File: src/rtl/gol_pkg.sv
// Shared definitions for the Game-of-Life next-generation engine:
// controller state encoding and the birth/survival neighbour counts.
package gol_pkg;

  typedef enum logic [1:0] {
    IDLE = 2'd0,
    LOAD = 2'd1,
    RUN  = 2'd2,
    DONE = 2'd3
  } state_t;

  // A dead cell with exactly BIRTH_N live neighbours becomes alive;
  // a live cell with SURVIVE_N (or BIRTH_N) live neighbours stays alive.
  localparam logic [3:0] BIRTH_N   = 4'd3;
  localparam logic [3:0] SURVIVE_N = 4'd2;

endpackage

File: src/rtl/gol_row_rule.sv
// Combinational Life rule for one row: given the rows above (prev),
// the row itself (cur) and the row below (nxt), produce the next row.
// Columns outside [0, WIDTH-1] are treated as dead (no wrap-around).
module gol_row_rule
  import gol_pkg::*;
#(
  parameter int WIDTH = 8
) (
  input  logic [WIDTH-1:0] prev,
  input  logic [WIDTH-1:0] cur,
  input  logic [WIDTH-1:0] nxt,
  output logic [WIDTH-1:0] next_row
);

  // Pad each row with a dead cell on both sides; column c sits at bit c+1.
  logic [WIDTH+1:0] p_ext;
  logic [WIDTH+1:0] c_ext;
  logic [WIDTH+1:0] n_ext;
  logic [3:0]       cnt;

  assign p_ext = {1'b0, prev, 1'b0};
  assign c_ext = {1'b0, cur,  1'b0};
  assign n_ext = {1'b0, nxt,  1'b0};

  // Count the 8 neighbours of every column and apply birth/survival.
  always_comb begin
    next_row = '0;
    cnt      = '0;
    for (int c = 0; c < WIDTH; c++) begin
      cnt = 4'(p_ext[c]) + 4'(p_ext[c+1]) + 4'(p_ext[c+2])
          + 4'(c_ext[c])                  + 4'(c_ext[c+2])
          + 4'(n_ext[c]) + 4'(n_ext[c+1]) + 4'(n_ext[c+2]);
      next_row[c] = (cnt == BIRTH_N) || (cur[c] && (cnt == SURVIVE_N));
    end
  end

endmodule

File: src/rtl/gol_next_gen.sv
// Steps a 2**REGBITS x WIDTH Game-of-Life grid held in an external
// register file by one generation, updating it in place row by row.
// A three-row window (prev/cur/rd) slides down the grid; prev keeps the
// original copy of the row just overwritten so in-place writes are safe.
module gol_next_gen
  import gol_pkg::*;
#(
  parameter int WIDTH   = 8,
  parameter int REGBITS = 3,
  parameter int GENBITS = 16
) (
  input  logic                            ph2,
  input  logic                            reset_n,
  input  logic                            start,
  input  logic [WIDTH-1:0]                rd,
  output logic [REGBITS-1:0]              ra,
  output logic [REGBITS-1:0]              wa,
  output logic [WIDTH-1:0]                wd,
  output logic                            regwrite,
  output logic                            busy,
  output logic                            done,
  output logic [GENBITS-1:0]              gen,
  output logic [REGBITS+$clog2(WIDTH):0]  live_count
);

  localparam int CNTW = REGBITS + $clog2(WIDTH) + 1;

  state_t             state;
  state_t             state_nx;
  logic [REGBITS-1:0] idx;
  logic [WIDTH-1:0]   prev;
  logic [WIDTH-1:0]   cur;
  logic [WIDTH-1:0]   nxt;
  logic [CNTW-1:0]    acc;
  logic               last_row;

  function automatic logic [CNTW-1:0] popcount(input logic [WIDTH-1:0] row);
    logic [CNTW-1:0] sum;
    sum = '0;
    for (int c = 0; c < WIDTH; c++) begin
      sum = sum + CNTW'(row[c]);
    end
    return sum;
  endfunction

  assign last_row = (idx == {REGBITS{1'b1}});
  // The row below the bottom row is outside the grid and therefore dead.
  assign nxt      = last_row ? '0 : rd;

  gol_row_rule #(
    .WIDTH(WIDTH)
  ) u_rule (
    .prev     (prev),
    .cur      (cur),
    .nxt      (nxt),
    .next_row (wd)
  );

  // Next-state selection and per-state output decode.
  always_comb begin
    state_nx = state;
    ra       = '0;
    wa       = idx;
    regwrite = 1'b0;
    busy     = 1'b0;
    done     = 1'b0;
    case (state)
      IDLE: begin
        if (start) state_nx = LOAD;
      end
      LOAD: begin
        busy     = 1'b1;
        state_nx = RUN;
      end
      RUN: begin
        busy     = 1'b1;
        regwrite = 1'b1;
        // Wraps to 0 on the last row, where the read data is unused.
        ra       = idx + 1'b1;
        if (last_row) state_nx = DONE;
      end
      DONE: begin
        done     = 1'b1;
        state_nx = IDLE;
      end
      default: state_nx = IDLE;
    endcase
  end

  // Controller state, sliding row window, live-cell accumulator and counters.
  always_ff @(posedge ph2) begin
    if (!reset_n) begin
      state      <= IDLE;
      idx        <= '0;
      prev       <= '0;
      cur        <= '0;
      acc        <= '0;
      gen        <= '0;
      live_count <= '0;
    end else begin
      state <= state_nx;
      case (state)
        LOAD: begin
          cur  <= rd;
          prev <= '0;
          idx  <= '0;
          acc  <= '0;
        end
        RUN: begin
          prev <= cur;
          cur  <= rd;
          idx  <= idx + 1'b1;
          acc  <= acc + popcount(wd);
        end
        DONE: begin
          gen        <= gen + 1'b1;
          live_count <= acc;
        end
        default: ;
      endcase
    end
  end

endmodule

File: config.mk
export PLATFORM = sky130hd
export DESIGN_NAME = gol_next_gen
export DESIGN_NICKNAME = d
export VERILOG_FILES = /design/src/rtl/gol_pkg.sv /design/src/rtl/gol_row_rule.sv /design/src/rtl/gol_next_gen.sv
export SDC_FILE = /design/constraint.sdc
export NUM_CORES = 1
export LEC_CHECK = 0
export CAP_MARGIN = 30
export CORE_MARGIN = 2
export CORE_UTILIZATION = 50
export CTS_CLUSTER_SIZE = 25
export DETAILED_ROUTE_END_ITERATION = 16
export DONT_BUFFER_PORTS = 1
export MAX_ROUTING_LAYER = met4
export PLACE_DENSITY = 0.66
export SETUP_SLACK_MARGIN = 0.4
export SYNTH_ARGS = -nofsm -noshare
export SYNTH_HDL_FRONTEND = slang
export SYNTH_HIERARCHICAL = 1
export SYNTH_SLANG_ARGS = --single-unit
File: constraint.sdc
create_clock -name ph2 -period 14.9 [get_ports ph2]
set_input_delay 4.47 -clock ph2 [delete_from_list [all_inputs] [get_ports ph2]]
set_output_delay 4.47 -clock ph2 [all_outputs]
set_load 0.02 [all_outputs]
==> out/qor.csv <==
stage,metric,value,unit
outcome,run status,finished clean,
grt,gr ovfl total,0,
cells_and_area,final layout net count,471,
clock_tree,CTS Hold Bufs,0,
grt,first-pass GRT wire length,12300,um
clock_tree,setup bufs post-CTS,0,
cells_and_area,Synth-to-Final Area Change,5.46,%
grt,GR Util All Layers,0.209,
critical_path,critical path's slowest cell,a2111oi_2,
synth,share of the synthesized area in the top cell type,0.286,
floorplan,CORE AREA,6870,sq um
critical_path,Slowest Stage Delay on Critical Path,0.72,ns
route,via count,2613,
cells_and_area,fillers,662,
placement,PortBufs,0,
grt,vias in the first global route,2624,
synth,Mapped Nets,472,
cells_and_area,layout cells sized above 1,0.0505,
clock_tree,Max Buffers Root-to-Sink,2,
synth,post-synth design cell area,3570,sq um
cells_and_area,Final Util,0.549,
synth,dominant cell type by area after synthesis,dfxtp_1,
grt,initial antenna violation count,0,
worst_hold_path,Cells on Worst Hold Path,2,
placement,GP Congestion,0.839,
synth,leading cell types by count after synthesis,"inv_1, dfxtp_1, nor2_1",
clock_tree,Worst-Skew Late Latency,0.30,ns
critical_path,r2r worst-path depth,20,
clock_tree,post-CTS resize count,0,
route,wire length per cell,15.0,um
clock_tree,cts bufs inserted,5,
clock_tree,CTS tree,built,
critical_path,crit start category,input pin,
synth,number of distinct library cells after synthesis,42,
critical_path,Critical path buffers and inverters,1,
route,total wire length,7360,um
critical_path,worst-path cell chain,"nor2b_1, fa_1, fa_1, fa_1, inv_1, fa_1, a2111oi_2",
synth,#FFs+latches synth,51,
synth,register area share after synthesis,0.286,
route,Iter 0 DRT Violations,90,
power_and_ir_drop,Pwr Density,168,nW/um^2
route,final antenna-violating net count,0,
floorplan,die height,88.6,um
synth,predominant post-synthesis flop cell,dfxtp_1,
synth,Async SR Flop Fraction,0,
floorplan,Die ar.,7840,sq um
critical_path,Stages on worst setup path,7,
sta,Worst Clk Skew,0.00624,ns
clock_tree,TritonCTS Sinks,51,
route,Residual DRC,0,
sta,"Slew Viols, Final",0,
clock_tree,clock slew at reported path FFs,0.09,ns
critical_path,Crit path top cell by count,fa_1,
sta,Max Freq,85.5,MHz
sta,Final Cycle Share,0.785,
floorplan,Die X-Extent,88.6,um
sta,"Setup violations, final",0,
flow_run,total of max-cap violations,0,
synth,Mapped Cells,396,
synth,"count leader, synth",inv_1,
sta,Slew HR,0.391,
worst_hold_path,worst hold path class,reg2reg,
sta,Fin Setup TNS,0,ns
clock_tree,H-tree Lvls,2,
critical_path,CP Capture Type,output pin,
route,DR pass1 iterations,4,
power_and_ir_drop,static leakage,1.66,nW
sta,unrepaired setup endpoints after global routing,false,
cells_and_area,n_diodes,0,
floorplan,num ports,51,
critical_path,Setup CP Type,in2out,
sta,count of final hold-check violations,0,
sta,pin slew with the least headroom to its limit,0.912,ns
critical_path,cell family with most CP delay,adder cells,
synth,"EDFF count, synth",0,
synth,synth top area cells,"dfxtp_1, fa_1, ha_1, inv_1, mux2i_1",
sta,min Tclk post-route,11.70,ns
critical_path,maximum fanout along the worst path,2,
grt,largest net degree at the start of global routing,47,
critical_path,CP Data Required Time,10.43,ns
placement,DP Wirelength,5610,um
floorplan,Starting Density,0.520,
synth,Synth warnings,6,
floorplan,num rows,30,
synth,"Avg Cell Area, Syn",9.03,sq um
power_and_ir_drop,Max VDD drop,0.0843,mV
clock_tree,Root Buffer,clkbuf_8,
route,vias per cell,5.31,
critical_path,Arrival @ worst endpoint,7.23,ns
critical_path,r2r setup slk,7.89,ns
==> layer usage <==
| metal | up-vias | wire [um] | GRT usage |
|---|---|---|---|
| li1 | 1285 | - | - |
| met1 | 1250 | 3270 | 0.254 |
| met2 | 66 | 3390 | 0.332 |
| met3 | 12 | 568 | 0.0700 |
| met4 | 0 | 136 | 0.0647 |
| met5 | - | 0 | - |
==> final cells by class <==
type	count	area, sq um	area share
Multi-Input combinational cell	265	2250	0.597
Sequential cell	51	1020	0.271
Inverter	70	263	0.0697
Tap cell	96	120	0.0319
Clock buffer	7	96.3	0.0256
Timing Repair Buffer	2	12.5	0.00332
Clock inverter	1	7.51	0.00199
==> cells by family (layout without fill, tap and decap cells) <==
kind of cell / Yosys count / after routing / share of synthesized area
adders and majority gates: 65 / 65 / 0.297
and+or+nand+nor: 117 / 117 / 0.165
DFF: 51 / 51 / 0.286
AOI/OAI and AO/OA: 50 / 50 / 0.0795
muxes: 20 / 20 / 0.0564
buffers and inverters: 80 / 80 / 0.0851
xor gates and xnor gates: 13 / 13 / 0.0319
==> where the power goes <==
group	leakage, nW	switching, W	internal, W
Sequential	0.412	0.0000179	0.000150
Combinational	1.19	0.000236	0.000142
Clock	0.0505	0.0000459	0.0000423
==> worst register-to-register path: cells and delay by family, from the launching register on <==
kind                       cells  cell delay, ns
AOI/OAI and AO/OA              4            1.21
adders and majority gates     11            4.57
buffers and inverters          3            0.23
DFF                            1            0.57
and+or+nand+nor                2            0.31
==> layout by cell type, fill, tap and decap left out, types with 3 or more instances in the layout <==
cell      netlist  routed
nor3_1          3       3
ha_1           32      32
and2_1          4       4
o21ai_0        12      12
fa_1           33      33
clkbuf_8        0       7
a21oi_1        28      28
nand4_1         4       4
nand2_1        16      16
dfxtp_1        51      51
or2_2           5       5
xnor2_1         9       9
nand3_1        18      18
nor2_1         40      40
or3_1           5       5
mux2i_1        19      19
inv_1          69      69
nor2b_1         8       8
xor2_1          4       4
==> registers in the layout, indices dropped and copies added (netlist names) <==
signal and flops:
gen 16, acc 7, live_count 7, cur 8, wa 3, state 2, prev 8
==> stage by stage <==
step / hold slack, ns / cell area (sq um) / std cells / total power (W) / setup WS, ns
after floorplan: 0.445 / 3570 / 396 / 0.000467 / 3.37
after global placement: 0.462 / 3660 / 483 / 0.000539 / 3.21
after detailed placement: 0.468 / 3660 / 483 / 0.000550 / 3.18
after CTS: 0.484 / 3760 / 491 / 0.000642 / 3.18
after global routing: 0.510 / 3770 / 492 / 0.000702 / 3.02
final: 0.480 / 3770 / 492 / 0.000634 / 3.20
==> final timing paths <==
check	from	to
worst max register to register	wa[0]	acc[6]
worst max-delay path	rd[0]	wd[1]
worst min-delay path	prev[0]	prev[0]
worst min register to register	prev[0]	prev[0]
No activity file was read; power rests on OpenSTA's default activity.
